<file path="config.mk">
export PLATFORM = sky130hd
export DESIGN_NAME = uart_frame_tx_flat
export DESIGN_NICKNAME = d
export VERILOG_FILES = /design/src/rtl/uart_pkg.sv /design/src/rtl/uart_frame_tx_if.sv /design/src/rtl/uart_sync_fifo.sv /design/src/rtl/uart_frame_tx.sv /design/src/flat_wrapper.sv
export SDC_FILE = /design/constraint.sdc
export NUM_CORES = 1
export LEC_CHECK = 0
export CAP_MARGIN = 20
export CORE_MARGIN = 3
export CORE_UTILIZATION = 43
export CTS_BUF_LIST = sky130_fd_sc_hd__clkbuf_2
export CTS_CLUSTER_SIZE = 30
export DETAILED_ROUTE_END_ITERATION = 16
export MAX_ROUTING_LAYER = met4
export PLACE_DENSITY = 0.68
export SETUP_SLACK_MARGIN = 0.15
export SLEW_MARGIN = 20
export SYNTH_ARGS = -nofsm -noshare
export SYNTH_HDL_FRONTEND = slang
export SYNTH_SLANG_ARGS = --single-unit
export TNS_END_PERCENT = 50
</file>
<file path="constraint.sdc">
create_clock -name Clk -period 4.55 [get_ports Clk]
set_input_delay 1.1375 -clock Clk [delete_from_list [all_inputs] [get_ports Clk]]
set_output_delay 1.1375 -clock Clk [all_outputs]
set_load 0.1 [all_outputs]
</file>
<file path="src/rtl/uart_pkg.sv">
// Shared definitions for the configurable UART transmitter: baud divisors,
// parity encodings, FSM state codes and the per-frame configuration record.
package uart_pkg;

  // Parity_mode 00 and 11 both mean "no parity bit".
  localparam logic [1:0] PAR_ODD  = 2'b01;
  localparam logic [1:0] PAR_EVEN = 2'b10;

  localparam logic [2:0] ST_IDLE   = 3'd0;
  localparam logic [2:0] ST_LOAD   = 3'd1;
  localparam logic [2:0] ST_START  = 3'd2;
  localparam logic [2:0] ST_DATA   = 3'd3;
  localparam logic [2:0] ST_PARITY = 3'd4;
  localparam logic [2:0] ST_STOP   = 3'd5;

  typedef struct packed {
    logic [2:0] baud_set;
    logic [1:0] data_len;
    logic [1:0] parity_mode;
    logic       stop2;
  } frame_cfg_t;

  function automatic int unsigned baud_div(input int unsigned clk_freq, input logic [2:0] sel);
    case (sel)
      3'd0:    return clk_freq / 9600;
      3'd1:    return clk_freq / 19200;
      3'd2:    return clk_freq / 38400;
      3'd3:    return clk_freq / 57600;
      3'd4:    return clk_freq / 115200;
      3'd5:    return clk_freq / 230400;
      3'd6:    return clk_freq / 460800;
      default: return clk_freq / 921600;
    endcase
  endfunction

  function automatic logic parity_on(input logic [1:0] mode);
    return (mode == PAR_ODD) || (mode == PAR_EVEN);
  endfunction

endpackage

</file>
<file path="src/rtl/uart_frame_tx_if.sv">
// Producer-side valid/ready byte channel into the UART transmitter.
interface uart_frame_tx_if #(
  parameter int DATA_W = 8
);
  logic [DATA_W-1:0] Data_in;
  logic              Data_valid;
  logic              Data_ready;

  modport master (output Data_in, output Data_valid, input Data_ready);
  modport slave  (input Data_in, input Data_valid, output Data_ready);
endinterface

</file>
<file path="src/rtl/uart_sync_fifo.sv">
// Synchronous FIFO with registered read data (not first-word-fall-through).
module uart_sync_fifo #(
  parameter int DEPTH = 16,
  parameter int WIDTH = 8
) (
  input  logic                   clk_sys,
  input  logic                   rst_b,
  input  logic                   wr_en,
  input  logic [WIDTH-1:0]       wr_data,
  input  logic                   rd_en,
  output logic [WIDTH-1:0]       rd_data,
  output logic                   full,
  output logic                   empty,
  output logic [$clog2(DEPTH):0] level
);
  localparam int AW = $clog2(DEPTH);

  logic [WIDTH-1:0] mem [DEPTH];
  logic [AW-1:0]    wr_ptr;
  logic [AW-1:0]    rd_ptr;
  logic             do_wr;
  logic             do_rd;

  assign full  = (level == (AW+1)'(DEPTH));
  assign empty = (level == '0);
  assign do_wr = wr_en && !full;
  assign do_rd = rd_en && !empty;

  always_ff @(posedge clk_sys) begin
    if (!rst_b) begin
      wr_ptr  <= '0;
      rd_ptr  <= '0;
      level   <= '0;
      rd_data <= '0;
    end else begin
      if (do_wr) wr_ptr <= wr_ptr + 1'b1;
      if (do_rd) begin
        rd_ptr  <= rd_ptr + 1'b1;
        rd_data <= mem[rd_ptr];
      end
      case ({do_wr, do_rd})
        2'b10:   level <= level + 1'b1;
        2'b01:   level <= level - 1'b1;
        default: level <= level;
      endcase
    end
  end

  always_ff @(posedge clk_sys) begin
    if (do_wr) mem[wr_ptr] <= wr_data;
  end

endmodule

</file>
<file path="src/rtl/uart_frame_tx.sv">
// FIFO-buffered UART transmitter with per-frame baud/length/parity/stop selection.
//   state  | meaning
//   IDLE   | line high, waiting for queued data and Tx_enable
//   LOAD   | FIFO word being read out, line still high
//   START  | start bit (line low)
//   DATA   | data bits, LSB first
//   PARITY | optional parity bit
//   STOP   | one or two stop bits; chains straight into START when more data queued
module uart_frame_tx
  import uart_pkg::*;
#(
  parameter int CLK_FREQ   = 50_000_000,
  parameter int FIFO_DEPTH = 16,
  parameter int DATA_W     = 8
) (
  input  logic                        Clk,
  input  logic                        Reset_n,
  uart_frame_tx_if.slave              data_if,
  input  logic [2:0]                  Baud_set,
  input  logic [1:0]                  Data_len,
  input  logic [1:0]                  Parity_mode,
  input  logic                        Stop2,
  input  logic                        Tx_enable,
  output logic                        Uart_tx,
  output logic                        Tx_done,
  output logic                        Uart_state,
  output logic [$clog2(FIFO_DEPTH):0] Fifo_level
);
  localparam int DIV_W = $clog2(CLK_FREQ / 9600 + 1);

  logic [2:0]        state_q;
  frame_cfg_t        cfg_q;
  frame_cfg_t        cfg_in;
  logic [DIV_W-1:0]  baud_cnt_q;
  logic [DIV_W-1:0]  div;
  logic [2:0]        bit_cnt_q;
  logic              stop_cnt_q;
  logic [DATA_W-1:0] shreg_q;
  logic              par_bit_q;
  logic [DATA_W-1:0] fifo_data;
  logic [DATA_W-1:0] data_mask;
  logic [DATA_W-1:0] masked;
  logic              par_calc;
  logic              fifo_full;
  logic              fifo_empty;
  logic              fifo_rd;
  logic              bit_end;
  logic              data_last;
  logic              frame_last;
  logic              start_next;

  uart_sync_fifo #(.DEPTH(FIFO_DEPTH), .WIDTH(DATA_W)) u_fifo (
    .clk_sys (Clk),
    .rst_b   (Reset_n),
    .wr_en   (data_if.Data_valid),
    .wr_data (data_if.Data_in),
    .rd_en   (fifo_rd),
    .rd_data (fifo_data),
    .full    (fifo_full),
    .empty   (fifo_empty),
    .level   (Fifo_level)
  );

  assign data_if.Data_ready = !fifo_full;

  assign cfg_in = '{baud_set: Baud_set, data_len: Data_len,
                    parity_mode: Parity_mode, stop2: Stop2};

  assign div        = DIV_W'(baud_div(CLK_FREQ, cfg_q.baud_set));
  assign bit_end    = (baud_cnt_q == div - 1'b1);
  assign data_last  = (bit_cnt_q == {1'b0, cfg_q.data_len} + 3'd4);
  assign frame_last = (state_q == ST_STOP) && bit_end && (stop_cnt_q == cfg_q.stop2);
  assign start_next = !fifo_empty && Tx_enable;
  assign fifo_rd    = ((state_q == ST_IDLE) || frame_last) && start_next;

  // Bits above the configured length never reach the line or the parity.
  assign data_mask = {DATA_W{1'b1}} >> (2'd3 - cfg_q.data_len);
  assign masked    = fifo_data & data_mask;
  assign par_calc  = (^masked) ^ (cfg_q.parity_mode == PAR_ODD);

  always_ff @(posedge Clk) begin
    if (!Reset_n) begin
      state_q    <= ST_IDLE;
      cfg_q      <= '0;
      baud_cnt_q <= '0;
      bit_cnt_q  <= '0;
      stop_cnt_q <= 1'b0;
      shreg_q    <= '0;
      par_bit_q  <= 1'b0;
    end else begin
      if ((state_q == ST_IDLE) || (state_q == ST_LOAD) || bit_end) baud_cnt_q <= '0;
      else baud_cnt_q <= baud_cnt_q + 1'b1;

      case (state_q)
        ST_IDLE: if (start_next) state_q <= ST_LOAD;
        ST_LOAD: begin
          state_q <= ST_START;
          cfg_q   <= cfg_in;
        end
        ST_START: if (bit_end) begin
          shreg_q   <= masked;
          par_bit_q <= par_calc;
          bit_cnt_q <= '0;
          state_q   <= ST_DATA;
        end
        ST_DATA: if (bit_end) begin
          shreg_q <= shreg_q >> 1;
          if (data_last) begin
            stop_cnt_q <= 1'b0;
            state_q    <= parity_on(cfg_q.parity_mode) ? ST_PARITY : ST_STOP;
          end else begin
            bit_cnt_q <= bit_cnt_q + 1'b1;
          end
        end
        ST_PARITY: if (bit_end) begin
          stop_cnt_q <= 1'b0;
          state_q    <= ST_STOP;
        end
        ST_STOP: if (bit_end) begin
          if (stop_cnt_q == cfg_q.stop2) begin
            if (start_next) begin
              state_q <= ST_START;
              cfg_q   <= cfg_in;
            end else begin
              state_q <= ST_IDLE;
            end
          end else begin
            stop_cnt_q <= 1'b1;
          end
        end
        default: state_q <= ST_IDLE;
      endcase
    end
  end

  always_comb begin
    Uart_tx = 1'b1;
    case (state_q)
      ST_START:  Uart_tx = 1'b0;
      ST_DATA:   Uart_tx = shreg_q[0];
      ST_PARITY: Uart_tx = par_bit_q;
      default:   Uart_tx = 1'b1;
    endcase
  end

  assign Tx_done    = frame_last;
  assign Uart_state = (state_q != ST_IDLE) && (state_q != ST_LOAD);

endmodule

</file>
<file path="src/flat_wrapper.sv">
// flat-port wrapper written by rule: the top's interface ports become plain ports
module uart_frame_tx_flat import uart_pkg::*;
#(
  parameter int CLK_FREQ   = 50_000_000,
  parameter int FIFO_DEPTH = 16,
  parameter int DATA_W     = 8
)
  (Clk, Reset_n, Baud_set, Data_len, Parity_mode, Stop2, Tx_enable, Uart_tx, Tx_done, Uart_state, Fifo_level, data_if_Data_in, data_if_Data_valid, data_if_Data_ready);
  uart_frame_tx_if #(.DATA_W(DATA_W)) data_if_i ();
  input  logic Clk;
  input  logic Reset_n;
  input  logic [2:0] Baud_set;
  input  logic [1:0] Data_len;
  input  logic [1:0] Parity_mode;
  input  logic Stop2;
  input  logic Tx_enable;
  output logic Uart_tx;
  output logic Tx_done;
  output logic Uart_state;
  output logic [$clog2(FIFO_DEPTH):0] Fifo_level;
  input wire logic [$bits(data_if_i.Data_in)-1:0] data_if_Data_in;
  input wire logic [$bits(data_if_i.Data_valid)-1:0] data_if_Data_valid;
  output wire logic [$bits(data_if_i.Data_ready)-1:0] data_if_Data_ready;
  assign data_if_i.Data_in = data_if_Data_in;
  assign data_if_i.Data_valid = data_if_Data_valid;
  assign data_if_Data_ready = data_if_i.Data_ready;
  uart_frame_tx #(.CLK_FREQ(CLK_FREQ), .FIFO_DEPTH(FIFO_DEPTH), .DATA_W(DATA_W)) u_core (.Clk(Clk), .Reset_n(Reset_n), .data_if(data_if_i), .Baud_set(Baud_set), .Data_len(Data_len), .Parity_mode(Parity_mode), .Stop2(Stop2), .Tx_enable(Tx_enable), .Uart_tx(Uart_tx), .Tx_done(Tx_done), .Uart_state(Uart_state), .Fifo_level(Fifo_level));
endmodule
</file>
======== Word level (Yosys, flattened, before mapping) ========
Memory sizes are Yosys's and may differ from the RTL's. A register that Yosys moved wholly into a read port is not among the register bits.
Cells that the tools add are included.
storage, ports and cells
  bits in writable memories ............... 128
  input bits .............................. 20
  memories kept ........................... 1
  logic and storage cells ................. 119
  register bits after elaboration ......... 50
  output and inout bits ................... 9
memories
  name               depth  width  read ports  clocked after memory_dff  write ports  line                  RTL
  u_core.u_fifo.mem  16     8      1           1                         1            uart_sync_fifo.sv:18  logic [WIDTH-1:0] mem [DEPTH];
operators by class
  muxes and demuxes ....................... 32
  bitwise gates (word level) .............. 3
  shift operators ......................... 1
  add/subtract/negate cells ............... 9
  reductions and logical operators ........ 30
  equality and inequality tests ........... 30
operators by type and width
  cell                                                                    number
  13-bit one-hot mux with 7 select lines                                  1
  8-bit 2-to-1 mux                                                        5
  8-bit one-hot mux with 2 select lines                                   2
  3-bit 2-to-1 mux                                                        10
  3-bit one-hot mux with 6 select lines                                   1
  3-bit equality test (second input constant)                             5
  2-bit by 1-bit != test with 1-bit output (second input constant)        7
  13-bit by 1-bit adder with 13-bit output (second input constant)        1
  13-bit equality test                                                    1
  13-bit by 1-bit subtractor with 13-bit output (second input constant)   1
  3-bit by 2-bit equality test with 1-bit output (second input constant)  4
  5-bit one-hot mux with 2 select lines                                   1
  4-bit by 1-bit adder with 4-bit output (second input constant)          2
  8-bit bitwise AND                                                       1
  1-bit 2-to-1 mux                                                        8
  4-bit AND reduction                                                     2
  8-bit parity                                                            1
  8-bit by 2-bit right shift with 8-bit output (first input constant)     1
  1-bit logical AND                                                       7
  7-bit AND reduction                                                     1
  3-bit by 1-bit equality test with 1-bit output (second input constant)  2
  3-bit zero test                                                         2
  2-bit != test (second input constant)                                   3
  1-bit one-hot mux with 3 select lines                                   2
  other kinds (24)                                                        34

======== Longest topological paths before layout ========
Gate-level depths: netlist of the first run.
  word-level depth ........................ 11
  depth in mapped cells ................... 20
  mapped depth without buffers ............ 18

======== Cells and area by module ========
A second synthesis of the first run with hierarchy kept.
unflattened totals
  cells, all modules ...................... 663
  area, all modules ....................... 8325.5 um^2
modules (own cells, without submodules)
  module          area each (um^2)  sequential area each (um^2)  instances  cells an instance
  uart_sync_fifo  5939.4            4264.1                       1          361
  uart_frame_tx   2386.0            740.7                        1          302

======== Worst setup path before layout of the first run ========
OpenSTA, ideal clock, no wires.
  path type ............................... register to output
  start point ............................. register u_core.cfg_q[7] in the netlist's numbering
  end point ............................... output Tx_done
  data required time ...................... 3.413 ns
  path slack .............................. 0.105 ns
  cell stages (with the launch flop) ...... 12
  arrival time ............................ 3.307 ns
  buffers on the path ..................... 1
  cells stage by stage .................... dfxtp_1 > buf_2 > inv_2 > nor3_1 > a21oi_1 > ha_1 > xor2_1 > nand3_1 > nor4_1 > and4_1 > nand2_1 > nor2_1
on the way
  cells in the longest elaborated chain, start to end .. 6
  elaborated cells between the ends (all ways) .. 12
  those cells by class .................... add/sub (1); eq/ne (7); mux (1); reduce/logical (3)
ends and longest elaborated chain
  what                                               line                  RTL
  start, declared                                    uart_frame_tx.sv:32   frame_cfg_t cfg_q;
  start signal, assigned                             uart_frame_tx.sv:98   cfg_q <= cfg_in;
  start signal, assigned                             uart_frame_tx.sv:123  cfg_q <= cfg_in;
  3-bit equality test, or another cell as far along  uart_pkg.sv:24        case (sel)
  13-bit one-hot mux with 7 select lines *           uart_pkg.sv:24
  13-bit by 1-bit subtractor with 13-bit output *    uart_frame_tx.sv:70   assign bit_end = (baud_cnt_q == div - 1'b1);
  13-bit equality test *                             uart_frame_tx.sv:70
  1-bit logical AND * (2 in a row)                   uart_frame_tx.sv:72   assign frame_last = (state_q == ST_STOP) && bit_end && (stop_cnt_q == cfg_q.stop2);
  end, declared                                      flat_wrapper.sv:18    output logic Tx_done;
Every way passes the cells marked *; elsewhere a longest branch is shown, timed or not.

======== Worst setup path after layout of the first run ========
  start point ............................. register u_core.cfg_q[6] in the netlist's numbering
  end point ............................... output Tx_done
The elaborated chain is that of the path after synthesis.

==> flow_metrics.py, run 1 <==
metrics = {
    "floorplanning": {
        "die_width_microns": 146,
        "dieArea_sq_um": 21400,
        "coreArea_sq_um": 19000,
        "die_h_microns": 146,
        "start_util_pct": 44.5,
        "io_pins": 29,
        "rows": 50,
    },
    "synthesis": {
        "yosysTopAreaCellShare_pct": 45.4,
        "synth.net_count": 679,
        "synth-simple-area-share_pct": 10.8,
        "synth_edf_count": 128,
        "synth_area_sq_um": 8460,
        "synth_top_area_cell": "edfxtp_1",
        "synth.distinct_cells": 63,
        "synthMuxAreaShare_pct": 12.7,
        "postSynth.asyncResetShare_pct": 0,
        "synth-compound-area-share_pct": 7.97,
        "synth-seq-cells": 186,
        "synth_top_family_by_area": "multiplexers",
        "synth_flop_cell": "edfxtp_1",
        "ys_seq_area_share_pct": 59.2,
        "synthXorXnorAreaFrac_pct": 3.83,
        "synth_area_per_cell_sq_um": 13.2,
        "ys_warn_count": 0,
        "synth.area.top_cells": "edfxtp_1 (45%), dfxtp_1 (14%), mux4_2 (11%), nand2_1 (2.4%), nor2_1 (2.4%)",
        "synth_fa_ha_area_share_pct": 2.45,
        "postSynthCellCount": 643,
    },
    "placed_design": {
        "dpl.cell_count": 900,
        "hpwl_microns": 11700,
        "place_congestion": 0.913,
        "io_buffer_count": 28,
        "dp_slack_ns": 0.369,
    },
    "power_and_ir_drop": {
        "p_seq_share_pct": 48.3,
        "p_leak_nw": 3.12,
        "powerDensity_nw_per_um2": 450,
        "swShare_pct": 35.3,
        "p_clk_share_pct": 18.9,
        "ir_worst_vdd_mv": 0.245,
        "power.internal_mw": 2.75,
        "power_frac_comb_pct": 32.7,
        "switchingPower_mw": 1.50,
    },
    "status": {
        "outcome": "finished, final reports clean",
    },
    "finish": {
        "instances_no_fill": 943,
        "nNetsFinal": 705,
        "drive_gt1_share_pct": 18.8,
        "syn2layout_area_growth_pct": 11.4,
        "utilization_pct": 49.5,
    },
    "drt": {
        "drt-total-wl_microns": 17500,
        "wl_per_cell_microns": 18.6,
        "firstDrtPassIters": 5,
        "vias_per_cell": 5.46,
        "dr_total_vias": 5151,
        "route.detailed.drc": 0,
        "drt_iter0_markers": 402,
        "antenna_left": 0,
    },
    "worst_setup_path": {
        "crit_path_start_kind": "register",
        "cp-end-kind": "output port",
        "arrival_ns": 3.20,
        "cp_common_cell": "buf_12",
        "required_ns": 3.41,
        "crit_type": "register to output port",
        "max_stage_delay_ns": 0.47,
        "ff2ff_path_depth": 18,
        "slowest_stage": "dfxtp_4",
        "path_max_fanout": 14,
        "path_cells": "buf_12 -> inv_1 -> ha_4 -> nand2b_4 -> o211ai_1 -> nand3_2 -> nor4_4 -> and4_4 -> nand2_4 -> nor2_4 -> buf_12",
    },
    "global_route": {
        "met3_usage_pct": 3.94,
        "grt_max_degree": 36,
        "grtUsageTotal_pct": 16.9,
        "antenna_found_initial": 1,
        "grt_overflow_total": 0,
        "grt-busiest-layer": "met2",
        "grt_pass1_vias": 5127,
        "met1_usage_pct": 21.5,
        "met2_usage_pct": 28.0,
        "grt_pass1_wl_microns": 27400,
    },
    "clock_tree": {
        "cts_tree": "yes",
        "htreeDepth": 4,
        "clk_root_buffer_cell": "clkbuf_2",
        "holdBufCountCts": 0,
        "clockBufferDepth": 2,
        "clkTransAtPathRegs_ns": 0.29,
        "clk_latency_ns": 0.74,
        "cts_sinks": 186,
        "cts_inserted_buffers": 17,
    },
    "sta": {
        "max_clock_freq_ghz": 0.230,
        "finalCritPeriodShare_pct": 95.4,
        "finalClockSkew_ns": 0.0549,
        "finalHoldViolations": 0,
        "setup-violations-final": 0,
        "worst_pin_slew_ns": 0.975,
        "tns_ns": 0,
        "timing.final.ws_setup_ns": 0.208,
        "drv_slew": 0,
        "rsz0062_at_grt": "true",
        "fin_crit_ns": 4.34,
        "relSlewSlack_pct": 34.8,
    },
    "worst_hold_path": {
        "min_path_type": "register to register",
        "min_path_cells": 2,
    },
    "flow_run": {
        "maxCapViolCount": 0,
    },
}
## cell usage after synthesis, types with 17 or more instances
| cell type | n |
|---|---|
| dfxtp_1 | 58 |
| clkbuf_1 | 26 |
| nor2_1 | 55 |
| edfxtp_1 | 128 |
| mux2i_1 | 17 |
| nand2_1 | 55 |
| nand3_1 | 19 |
| a21oi_1 | 33 |
| xnor2_1 | 20 |
| o21ai_0 | 19 |
| xor2_1 | 17 |
| mux4_2 | 40 |
## metrics by stage
step | instance area (sq um) | power (mW) | hold WS, ns
final | 9420 | 4.24 | 0.483
after global routing | 9420 | 4.46 | 0.492
after CTS | 9280 | 4.22 | 0.480
after detailed placement | 8960 | 3.39 | 0.453
after global placement | 8960 | 3.37 | 0.446
after floorplan | 8460 | 3.07 | 0.432
## critical path, delay by kind of cell (launching register included)
family	cells	cell delay, ns
buffers and inverters	3	0.44
and+or+nand+nor	6	1.02
AOI/OAI and AO/OA	1	0.23
DFF	1	0.47
adders and majority gates	1	0.30
## metal layers
metal	routed length (microns)	up-vias
li1	-	2465
met4	106	0
met2	8910	113
met1	7710	2564
met3	773	9
met5	0	-
## worst paths after layout
path,startpoint,endpoint,slack (ns)
setup / recovery,u_core.cfg_q[6],Tx_done,0.21
hold / removal,u_core.cfg_q[2],u_core.cfg_q[2],0.48
hold reg to reg,u_core.cfg_q[2],u_core.cfg_q[2],0.48
setup reg to reg,u_core.cfg_q[6],u_core.u_fifo.level[4],0.54
## logic make-up (layout without fill, tap and decap cells)
kind of cell    count (synthesis)  in the layout
compound gates                100            100
simple gates                  189            189
buf+inv                        58             97
mux                            57             57
other cells                     0              1
flops                         186            186
xor+xnor                       37             37
fa+ha+maj                      16             16
## power groups by stage
stage,registers [mW],clock network [mW],logic [mW]
2_1_floorplan,2.09,0,0.984
3_3_place_gp,2.09,0,1.28
3_5_place_dp,2.09,0,1.30
4_1_cts,2.05,0.828,1.34
5_1_grt,2.07,0.900,1.49
6_report,2.05,0.803,1.39
## flip-flops by register name, indices dropped and copies added, names as in the netlist, 3 cells and up
| name | cells |
|---|---|
| u_core.u_fifo.level | 5 |
| u_core.shreg_q | 8 |
| u_core.cfg_q | 8 |
| u_core.u_fifo.rd_ptr | 4 |
| u_core.baud_cnt_q | 13 |
| u_core.state_q | 3 |
| u_core.bit_cnt_q | 3 |
| u_core.u_fifo.wr_ptr | 4 |
| u_core.u_fifo.mem | 128 |
| u_core.u_fifo.rd_data | 8 |
## area by class of cell
type / instances / area (sq um)
clock inverters: 13 / 131
flip-flops and latches: 186 / 5010
well taps: 260 / 325
diodes: 1 / 2.50
fillers: 1672 / 9600
multi-input cells: 399 / 3320
repair buffers: 50 / 477
inverters: 15 / 56.3
clock buffers: 19 / 95.1
## cells in the final DEF, fill, tap and decap left out, types with 20 or more instances in the layout
cell / n
nand2_1: 54
a21oi_1: 31
mux4_2: 40
dfxtp_1: 54
nor2_1: 54
edfxtp_1: 128
clkdlybuf4s50_1: 26
buf_4: 20
## what timing repair did
action / 4_1_cts / 5_1_grt
endpoints found under the setup margin: 1 / 1
setup buffers: 6 / 3
pin swaps: 6 / 10
resized for setup: 14 / 18
Note: power is estimated with default switching activity, not from simulation.
==> inputs of run 2 (changes only) <==
--- a/config.mk
+++ b/config.mk
@@ -6,13 +6,13 @@
 export NUM_CORES = 1
 export LEC_CHECK = 0
 export CAP_MARGIN = 20
-export CORE_MARGIN = 3
-export CORE_UTILIZATION = 43
+export CORE_MARGIN = 2
+export CORE_UTILIZATION = 63
 export CTS_BUF_LIST = sky130_fd_sc_hd__clkbuf_2
 export CTS_CLUSTER_SIZE = 30
 export DETAILED_ROUTE_END_ITERATION = 16
 export MAX_ROUTING_LAYER = met4
-export PLACE_DENSITY = 0.68
+export PLACE_DENSITY = 0.91
 export SETUP_SLACK_MARGIN = 0.15
 export SLEW_MARGIN = 20
 export SYNTH_ARGS = -nofsm -noshare
==> run 2 against run 1 <==
Flip-flop and latch count unchanged. Utilization increased by 21 points. Combinational power barely moved. Cell count decreased by 9.3%. First-iteration DRC count rose by 25%. Hold slack improved by 0.0033 ns. Die area down 33%. Register-to-register slack improved by 0.10 ns. Non-clock buffer count fell by 3. Sequential share of layout area grew 0.86 points. Critical endpoint unchanged. Largest power group unchanged. Highest routed layer unchanged.
==> flow_metrics.py, run 2 (same netlist as run 1, synthesis figures left out) <==
metrics = {
    "global_route": {
        "grt_pass1_wl_microns": 28100,
        "grt_max_degree": 33,
        "grt_overflow_total": 0,
        "grtUsageTotal_pct": 26.7,
        "grt_pass1_vias": 5373,
        "antenna_found_initial": 0,
    },
    "finish": {
        "multi_input_area_sq_um": 3310,
        "final_common_cell": "edfxtp_1",
        "diodes": 0,
        "max_flop_register": "u_core.u_fifo.mem",
        "fin_area_sq_um": 9280,
        "drive_gt1_share_pct": 18.3,
        "n_fill_cell": 884,
        "final_cell_mix": "edfxtp_1 (128), nand2_1 (55), dfxtp_1 (54), nor2_1 (53), mux4_2 (40)",
        "nNetsFinal": 702,
        "register_area_sq_um": 5020,
        "largest_reg_flops": 128,
        "syn2layout_area_growth_pct": 9.64,
        "reg_top3": "u_core.u_fifo.mem x128, u_core.baud_cnt_q x13",
    },
    "sta": {
        "finalCritPeriodShare_pct": 94.1,
        "max_clock_freq_ghz": 0.233,
        "finalHoldViolations": 0,
        "finalClockSkew_ns": 0.0354,
        "relSlewSlack_pct": 28.6,
        "tns_ns": 0,
        "fin_crit_ns": 4.28,
        "worst_pin_slew_ns": 1.07,
        "setup-violations-final": 0,
        "rsz0062_at_grt": "false",
        "drv_slew": 0,
    },
    "placed_design": {
        "hpwl_microns": 12300,
        "placed_area_sq_um": 8860,
        "place_congestion": 0.870,
        "io_buffer_count": 28,
    },
    "floorplanning": {
        "dieArea_sq_um": 14400,
        "rows": 42,
        "start_util_pct": 64.1,
        "io_pins": 29,
        "die_width_microns": 120,
        "coreArea_sq_um": 13200,
        "die_h_microns": 120,
    },
    "drt": {
        "wl_per_cell_microns": 20.7,
        "met3_length_microns": 1030,
        "wl_met1_microns": 6880,
        "dr_total_vias": 5324,
        "drt-total-wl_microns": 17700,
        "firstDrtPassIters": 5,
        "vias_per_cell": 6.23,
        "top_layer": "met4",
        "route.detailed.drc": 0,
        "antenna_left": 0,
        "drt_iter0_markers": 501,
        "routed-wl-met2_microns": 9410,
    },
    "worst_setup_path": {
        "crit_path_start_kind": "register",
        "arrival_ns": 3.15,
        "timing.rr.start": "u_core.cfg_q[5]",
        "r2r_end": "u_core.u_fifo.level[4]",
        "r2r_slack_ns": 0.64,
        "cp-end-kind": "output port",
        "ff2ff_path_depth": 18,
        "crit_type": "register to output port",
        "path_max_fanout": 4,
        "required_ns": 3.41,
    },
    "flow_run": {
        "maxCapViolCount": 0,
    },
    "clock_tree": {
        "clockBufferDepth": 2,
        "cts_inserted_buffers": 17,
        "clk_root_buffer_cell": "clkbuf_2",
        "cts_sinks": 186,
        "clk_latency_ns": 0.73,
        "cts_tree": "yes",
        "clkTransAtPathRegs_ns": 0.24,
        "htreeDepth": 4,
        "holdBufCountCts": 0,
    },
    "worst_hold_path": {
        "min_path_cells": 2,
        "min_path_type": "register to register",
        "min-delay-start": "u_core.u_fifo.rd_data[5]",
        "hold_end": "u_core.u_fifo.rd_data[5]",
    },
    "power_and_ir_drop": {
        "powerDensity_nw_per_um2": 458,
        "p_leak_nw": 3.09,
        "ir_worst_vdd_mv": 0.328,
        "power_mw": 4.25,
    },
    "status": {
        "outcome": "finished, final reports clean",
    },
}
## run 2: worst max path at each step
stage	slack [ns]	from	to
after floorplan	0.52	u_core.u_fifo.level[0]	u_core.u_fifo.level[4]
after global placement	0.56	Tx_enable	u_core.u_fifo.level[4]
after detailed placement	0.47	Tx_enable	u_core.u_fifo.level[4]
after CTS	0.15	u_core.cfg_q[6]	Tx_done
after global routing	0.08	u_core.cfg_q[6]	Tx_done
final	0.27	u_core.cfg_q[6]	Tx_done
## run 2: critical path, cell delays in order (launching register included)
cell and delay, ns:
dfxtp_4 0.45, nor2b_4 0.21, nor3_2 0.05, a21oi_1 0.12
ha_2 0.30, xor2_2 0.17, nand3_2 0.15, nor4_4 0.33
and4_4 0.27, nand2_1 0.06, nor2_2 0.14, buf_12 0.19
## run 2: final cells by class
| cell class | count | share of cell area, % |
|---|---|---|
| multi-input combinational | 399 | 35.7 |
| timing repair buffer | 47 | 4.77 |
| tap | 176 | 2.37 |
| sequential | 186 | 54.1 |
| clock buffer | 19 | 1.03 |
| inverter | 15 | 0.607 |
| clock inverter | 13 | 1.47 |
## run 2: power breakdown
group / total [mW] / switching (mW) / leakage [nW] / internal (mW)
logic: 1.41 / 0.789 / 1.32 / 0.616
clock network: 0.795 / 0.576 / 0.140 / 0.219
registers: 2.05 / 0.144 / 1.63 / 1.90
## run 2: timing repair
item	CTS	global route
setup endpoints to repair	1	1
gates resized for setup	13	20
pin swaps	2	6
setup buffers	1	5
## run 2: per-stage QoR
stage / util (%) / hold WS [ns] / std cells / setup WS [ns]
after floorplan: - / 0.432 / 643 / 0.523
after global placement: 67.2 / 0.451 / 817 / 0.557
after detailed placement: 67.2 / 0.456 / 817 / 0.469
after CTS: 69.3 / 0.483 / 850 / 0.152
after global routing: 70.3 / 0.504 / 855 / 0.0807
final: 70.3 / 0.486 / 855 / 0.266
## run 2: layer usage
metal	vias to the layer above	track usage, %
met3	31	5.80
met2	207	45.6
met4	0	8.09
met5	-	-
met1	2645	32.2
li1	2441	-
